==> src/rtl/arbitro_soma_10bit.sv <==
// arbitro_soma_10bit: round-robin arbiter that shares one 10-bit ripple-carry
// adder among four requesters and returns each sum with its requester ID
// over a valid/ready handshake.
// Optional build macro: SOMA_SATURATE_EN clamps the sum to 10'h3FF on carry-out.
module arbitro_soma_10bit (
    input  logic        clk,
    input  logic        rst,
    input  logic [3:0]  req,
    input  logic [39:0] a_flat,
    input  logic [39:0] b_flat,
    output logic [3:0]  gnt,
    output logic        res_valid,
    input  logic        res_ready,
    output logic [9:0]  res_data,
    output logic [1:0]  res_id,
    output logic        res_ovf,
    output logic        busy,
    output logic [15:0] ops_count
);

    typedef enum logic [1:0] {
        IDLE = 2'd0,
        CALC = 2'd1,
        RESP = 2'd2
    } state_t;

    state_t      state;
    logic [1:0]  ptr;
    logic [9:0]  op_a;
    logic [9:0]  op_b;

    logic [1:0]  winner;
    logic [1:0]  cand;
    logic        found;
    logic [9:0]  a_sel;
    logic [9:0]  b_sel;

    logic [9:0]  carry;
    logic [9:0]  sum;
    logic        ovf;
    logic [9:0]  sum_out;

    // Round-robin search: scan ptr+1, ptr+2, ptr+3, ptr, taking the first active request
    always_comb begin
        winner = ptr;
        found  = 1'b0;
        cand   = ptr;
        for (int k = 1; k <= 4; k++) begin
            cand = ptr + 2'(k);
            if (!found && req[cand]) begin
                winner = cand;
                found  = 1'b1;
            end
        end
    end

    // Operands of the current round-robin winner, captured only at the grant edge
    always_comb begin
        a_sel = a_flat[10*winner +: 10];
        b_sel = b_flat[10*winner +: 10];
    end

    // The single shared ripple-carry adder; carry-in is 0 and the final carry is not built
    always_comb begin
        carry[0] = 1'b0;
        sum      = '0;
        for (int i = 0; i < 10; i++) begin
            sum[i] = op_a[i] ^ op_b[i] ^ carry[i];
            if (i < 9) begin
                carry[i+1] = (op_a[i] & op_b[i]) | (carry[i] & (op_a[i] ^ op_b[i]));
            end
        end
    end

    // Overflow is recovered from the wrapped sum, then optionally saturated
    always_comb begin
        ovf = (sum < op_a);
`ifdef SOMA_SATURATE_EN
        sum_out = ovf ? 10'h3FF : sum;
`else
        sum_out = sum;
`endif
    end

    // Arbitration / compute / response sequencer with registered outputs
    always_ff @(posedge clk) begin
        if (rst) begin
            state     <= IDLE;
            ptr       <= 2'd3;
            op_a      <= '0;
            op_b      <= '0;
            gnt       <= '0;
            res_valid <= 1'b0;
            res_data  <= '0;
            res_id    <= '0;
            res_ovf   <= 1'b0;
            busy      <= 1'b0;
            ops_count <= '0;
        end else begin
            case (state)
                IDLE: begin
                    gnt <= '0;
                    if (|req) begin
                        op_a  <= a_sel;
                        op_b  <= b_sel;
                        gnt   <= 4'b0001 << winner;
                        ptr   <= winner;
                        busy  <= 1'b1;
                        state <= CALC;
                    end
                end
                CALC: begin
                    res_data  <= sum_out;
                    res_id    <= ptr;
                    res_ovf   <= ovf;
                    res_valid <= 1'b1;
                    gnt       <= '0;
                    state     <= RESP;
                end
                RESP: begin
                    if (res_ready) begin
                        res_valid <= 1'b0;
                        busy      <= 1'b0;
                        ops_count <= ops_count + 16'd1;
                        state     <= IDLE;
                    end
                end
                default: begin
                    state <= IDLE;
                end
            endcase
        end
    end

endmodule

==> config.mk <==
export PLATFORM = sky130hd
export DESIGN_NAME = arbitro_soma_10bit
export DESIGN_NICKNAME = d
export VERILOG_FILES = /design/src/rtl/arbitro_soma_10bit.sv
export SDC_FILE = /design/constraint.sdc
export NUM_CORES = 1
export LEC_CHECK = 0
export CORE_ASPECT_RATIO = 0.8
export CORE_MARGIN = 2
export CORE_UTILIZATION = 35
export CTS_CLUSTER_SIZE = 12
export DETAILED_ROUTE_END_ITERATION = 10
export HOLD_SLACK_MARGIN = 0.02
export SLEW_MARGIN = 20
export SYNTH_ARGS = -nofsm -noshare
export SYNTH_HDL_FRONTEND = slang
export SYNTH_SLANG_ARGS = --single-unit
==> constraint.sdc <==
create_clock -name clk -period 5 [get_ports clk]
set_input_delay 1 -clock clk [delete_from_list [all_inputs] [get_ports clk]]
set_output_delay 1 -clock clk [all_outputs]
set_load 0.02 [all_outputs]
==> results.txt <==
The routed layout has 3,237 vias. The insertion delay of the later-clocked pin in the worst-skew pair is 0.32 ns. The TritonCTS clock tree is done. Of the total power, the share spent switching nets is 31.96%.

The pre-CTS setup slack came out at 0.5514 ns. Setup repair after global routing left no endpoint under its margin. The largest net degree at the start of global routing came out at 41. The via count of the first global-routing pass is about 3,100.

The final count of hold timing violations is 0. The number of buffers inserted by post-CTS setup repair is 0. The slowest stage of the critical path belongs to the cell sky130_fd_sc_hd__fa_1.

The cell area after technology mapping came out at 3588 um^2. The final critical-path required period came out at 4.466 ns. Counting stages on the worst path, the most repeated cell is sky130_fd_sc_hd__fa_1. The layout overhead on the synthesized area is 42.68%.

The final RePlAce weighted congestion came out at 0.7879. The setup TNS came out at 0 ns. The Yosys warning count came out at 0.

The minimum setup slack in the final design came out at 0.5338 ns. The cell row count came out at 33. The net switching power is 532.8 uW. For this run, the register share of the synthesized area comes to about a third.

The most used flip-flop cell after synthesis is sky130_fd_sc_hd__dfxtp_1. Data on the critical path is required at its endpoint by 5.24 ns. The net count reported at finish is about 600.

Hold is met by between 0.4 and 0.5 ns. The nature of the critical path startpoint is a register. The first-pass iteration count of the detailed router came out at 4. The clock skew came out at 0.003877 ns.

The total power of the final layout came out at 1.667 mW. Summed over all cells, the static leakage comes to just over 2 nW. The class of the most critical hold timing path is register to register. The hold buffer count at CTS came out at 0. The kind of end point of the critical path is a register. The maximum clock insertion buffer count came out at 2.

The flow ran to the end, and the final reports show no timing, DRC or antenna violations. Wires add up to 9.846 mm. The sequential group share of total power is between 30% and 40%. The count of buffers inserted at the top-level ports is roughly 120.

The post-synthesis async set-or-reset flop share came out at 0%. The number of levels in the clock H-tree came out at 3. The die is 94.57 um tall. In this run, the clock network consumes 32.3% of the power. The utilization after layout is 50.61%. The fmax is 0.2239 GHz. The internal portion of total power is 1.135 mW. The clock-pin slew of the registers on the worst-case setup and hold paths is roughly 0.05 ns.

The post-synth net total is 497. The number of placed I/O pins came out at 122. The width of the chip came out at ~120 um. The post-route antenna net violation count is 0. The actual transition at the worst max-transition pin came out at 1.083 ns.

Synthesis produced 392 cells. The via-per-instance ratio came out at 5.026. The average wire per standard cell came out at 15.29 um. The starting density of the core came out at a little over a third. For this run, the slowest stage of the critical path takes slightly below 0.4 ns. The post-cts resize count came out at 0. The final clock period utilization by the worst path is between 80% and 90%. The slack of the worst reg-to-reg path is 0.53 ns. The critical path is of the register to register type. The arrival time reported for the critical path endpoint is between 4 and 5 ns. The ratio of cells with drive above 1 in the final layout came out at between 10% and 20%. The logic gate share of total power came out at 33.0%. The number of remaining DRC errors came out at 0.

The flip-flop and latch count after synthesis is 59. The clock buffer count from CTS came out at 9. The area enclosed by the die boundary is 11,080 um^2. The half-perimeter wire length after detailed placement came out at 7.451 mm.

The detailed router finished its first iteration with 201 violations. The critical path goes through ha_1 > inv_1 > fa_1 > inv_1 > fa_1 > fa_1 > inv_1 > fa_1 > fa_1 > inv_1 > fa_1 > inv_1 > fa_1 > fa_1 > xor2_1 > xnor2_1 > ha_1 > a211oi_1 > a21oi_1 > a211oi_1. The total overflow left after global routing is 0. The number of enable flip-flop cells after synthesis is 0. The peak ir drop on the vdd network is between 0.2 and 0.25 mV.

The maximum net fanout on the critical path came out at 2. The worst pin sits at a relative slew slack of 27.81%. The repair_antennas step left the layout with diodes totalling 0. The combined global-route utilization of all metal layers came out at 18.42%. The number of maximum-capacitance constraint violations is 0. The core outline area came out at 10,120 um^2. The mean post-synth cell area is 9.154 um^2. The first-pass GRT wire length is 15.86 mm. The final count of pins violating max slew is 0. The root buffer cell chosen for the clock tree is sky130_fd_sc_hd__clkbuf_16. The initial antenna violation count is 0. The count of endpoints failing setup in the final report is 0. The clock drives 59 sinks. The distinct cell type count of the synthesized netlist came out at 48.

The power density over cell area came out at roughly 330 nW/um^2.
## cell usage in the layout, fill, tap and decap left out, types with 5 or more instances in the layout
cell and n:
sky130_fd_sc_hd__fa_1 8, sky130_fd_sc_hd__xor2_1 11, sky130_fd_sc_hd__ha_1 10, sky130_fd_sc_hd__a21bo_2 20, sky130_fd_sc_hd__o211ai_2 16, sky130_fd_sc_hd__mux2i_1 21
sky130_fd_sc_hd__nand2_1 43, sky130_fd_sc_hd__clkbuf_16 9, sky130_fd_sc_hd__a21o_1 5, sky130_fd_sc_hd__dfxtp_1 59, sky130_fd_sc_hd__a211oi_1 7, sky130_fd_sc_hd__clkdlybuf4s50_1 121
sky130_fd_sc_hd__o31ai_1 20, sky130_fd_sc_hd__nand4_1 22, sky130_fd_sc_hd__inv_1 24, sky130_fd_sc_hd__a21oi_1 16, sky130_fd_sc_hd__nor2_1 27
## cells in the mapped netlist, drive strengths merged (7+ instances only)
library cell | n | area [um^2]
nand2 | 43 | 161.4
inv | 24 | 90.09
xor2 | 11 | 96.34
nand4 | 22 | 137.6
a21bo | 20 | 200.2
nor2 | 27 | 101.4
fa | 8 | 160.2
o31ai | 20 | 150.1
a211oi | 7 | 52.55
buf | 16 | 105.1
o211ai | 20 | 230.2
a21oi | 18 | 101.4
ha | 10 | 125.1
dfxtp | 59 | 1181
mux2i | 21 | 210.2
clkbuf | 13 | 48.80
## final timing paths
check,end,start,depth (start not counted)
worst min-delay path,res_data[6],res_data[6],2
worst min register to register,res_data[6],res_data[6],2
worst max-delay path,res_ovf,op_a[0],20
worst max register to register,res_ovf,op_a[0],20
## per-stage QoR
stage,cells,cell area (um^2)
3_3_place_gp,628,4855
3_5_place_dp,628,4857
4_1_cts,644,5120
2_1_floorplan,392,3588
6_report,644,5120
5_1_grt,644,5120
## worst max-delay path, delay by kind of cell, from the launching register on
family	cells	cell delay [ns]
adders and majority gates	10	2.88
DFF	1	0.34
AOI/OAI and AO/OA	3	0.48
buffers and inverters	5	0.30
xor gates and xnor gates	2	0.37
## power groups by stage
stage          clock [mW]  combinational [mW]  sequential (mW)
2_1_floorplan           0               0.349            0.593
3_3_place_gp            0               0.539            0.584
3_5_place_dp            0               0.548            0.588
4_1_cts             0.551               0.552            0.578
5_1_grt             0.573               0.615            0.585
6_report            0.539               0.551            0.577
## cell type report
cell class	instances	area [um^2]
clock buffers	11	232.7
clock inverters	5	30.03
fillers	928	4996
inverters	24	90.09
multi-input cells	280	2170
flip-flops and latches	59	1181
well taps	140	175.2
repair buffers	125	1241
## sequential cells by signal, indices dropped and copies added (netlist names)
| register | count |
|---|---|
| ops_count | 16 |
| busy | 1 |
| res_data | 10 |
| state | 2 |
| ptr | 2 |
| res_ovf | 1 |
| gnt | 4 |
| res_valid | 1 |
| op_b | 10 |
| res_id | 2 |
| op_a | 10 |
## cells by family (layout without fill, tap and decap cells)
| kind of cell | count (synthesis) | in the layout | share of synthesized area [%] |
|---|---|---|---|
| simple gates | 126 | 126 | 19.14 |
| buf+inv | 53 | 165 | 6.799 |
| xor+xnor | 15 | 15 | 3.661 |
| fa+ha+maj | 18 | 18 | 7.950 |
| flops | 59 | 59 | 32.91 |
| compound gates | 100 | 100 | 23.68 |
| mux | 21 | 21 | 5.858 |
## per-layer routing
| layer | global-route usage [%] | vias up | wire length [um] |
|---|---|---|---|
| met5 | 0 | - | 0 |
| met4 | 4.608 | 0 | 118 |
| met3 | 4.878 | 8 | 509 |
| met2 | 28.07 | 94 | 4257 |
| met1 | 25.82 | 1507 | 4960 |
| li1 | - | 1628 | - |
No activity file was read; power rests on OpenSTA's default activity.
==> RTL change (same flow settings) <==
The 3 states of `state_t` get a one-hot encoding in 3 bits.
--- a/src/rtl/arbitro_soma_10bit.sv
+++ b/src/rtl/arbitro_soma_10bit.sv
@@ -18,10 +18,10 @@
     output logic [15:0] ops_count
 );
 
-    typedef enum logic [1:0] {
-        IDLE = 2'd0,
-        CALC = 2'd1,
-        RESP = 2'd2
+    typedef enum logic [2:0] {
+        IDLE = 3'b001,
+        CALC = 3'b010,
+        RESP = 3'b100
     } state_t;
 
     state_t      state;
Formal check against the unedited RTL: no difference found for any inputs over 4 cycles, from zero or initial values and one cycle with rst high; so few cycles prove little.
==> RTL change against the original RTL <==
Worst hold slack worse by 0.0040 ns. Area after synthesis is 0.24% lower. Global-route usage is 0.42 points lower. First-iteration DRC count is 44% lower. Setup slack worse by 0.23 ns. Count of clock-buffer cells in the layout is 2 lower. Clock power is 15% higher. Synthesized cell count is 1.8% higher. Cell area is 0.73% higher. Critical path depth is 2 lower. Routed wire length is 3.3% lower. Total power is 9.6% higher. Critical endpoint unchanged. Sequential cell count is 1 higher.
==> RTL change: results (changes against the original RTL) <==
synth:
  syn-num-nets: 504  # +1.4%
  synthAdderAreaFrac: 0.07969  # +0.0001945
  synth_commonest_cells: "60 x dfxtp_1, 45 x nand2_1, 43 x nand3_1"
  synth_area_leaders: "dfxtp_1 34%, mux2i_1 6.4%, nand3_1 6.0%"
  synth-seq-area-share: 0.3355  # +0.006398
  synth_xor_area_frac: 0.03181  # -0.004804
  synth.mux.area_fraction: 0.1272  # +0.06865
  synth-compound-area-share: 0.1426  # -0.09414
finish:
  antennaDiodeCount: 0  # unchanged
  clockNetworkAreaShare: 0.05847  # +0.007147
  inverters: 23  # -4.2%
  fillers: 931  # +0.32%
  clockBufferCount: 9  # -2
  multi_input_cells: 289  # +3.2%
  seqCellArea_um2: 1201  # +1.7%
  nonClkBufAreaFrac: 0.2436  # +0.001146
  buffers: 127  # +1.6%
  nNetsFinal: 615  # +1.8%
  multi_input_comb_area_um2: 2142  # -1.3%
  drive_gt1_frac: 0.09903  # -0.03788
  fin_util: 0.5258  # +0.01964
place:
  gp_congestion: 0.7509  # -4.7%
  post-place-ws_ns: 0.3950  # -0.1564 ns
  post-place-cells: 635  # +1.1%
  place_area_um2: 4856  # about the same
  hpwl_um: 7196  # -3.4%
  port-buffer-count: 121  # unchanged
grt:
  grt_pass1_wl_um: 15450  # -2.6%
  grt_pass1_vias: 3126  # -0.73%
  grt_start_max_net_pins: 46  # +12%
  track_usage: 0.1800  # -0.004152
detailed_routing:
  first_iter_violations: 113  # -44%
  routedWlPerCell_um: 14.63  # -4.3%
  drt-total-wl_um: 9522  # -3.3%
timing:
  tightest_slew_ns: 1.053  # -0.02948 ns
  fin_skew_ns: 0.005926  # +0.002049 ns
clocking:
  cts_sinks: 60  # +1.7%
outcome:
  status: "finished, final reports clean"
critical_path:
  cpPeakStageDelay_ns: 0.43  # +0.04 ns
pwr:
  ir_drop_mv: 0.2097  # +4.2%
die:
  num_rows: 32  # -3.0%
## RTL change: cell types whose count changed after synthesis, moves of 4 or more
cell	delta
o31ai_1	-19
nand3_1	+39
buf_2	+4
nand4_1	-19
a21bo_2	-20
xor2_1	-4
clkbuf_1	-7
mux2_1	+15
mux2_2	+5
## RTL change: per-layer routing
metal / GRT usage / routed length [um] / up-vias
met5: 0 / 0 / -
met4: 0.04412 / 76 / 0
met3: 0.04429 / 349 / 8
met2: 0.3011 / 4553 / 61
met1: 0.2335 / 4543 / 1534
li1: - / - / 1621
## RTL change: worst paths after layout
path	from	depth (start not counted)	end	slack [ns]
max	op_a[0]	18	res_ovf	0.30
min	res_data[9]	2	res_data[9]	0.45
max reg2reg	op_a[0]	18	res_ovf	0.30
min reg2reg	res_data[9]	2	res_data[9]	0.45
## RTL change: power breakdown
group | total (W) | internal [W] | switching (W)
sequential | 0.000590 | 0.000542 | 0.0000478
combinational | 0.000615 | 0.000294 | 0.000321
clock | 0.000622 | 0.000388 | 0.000235
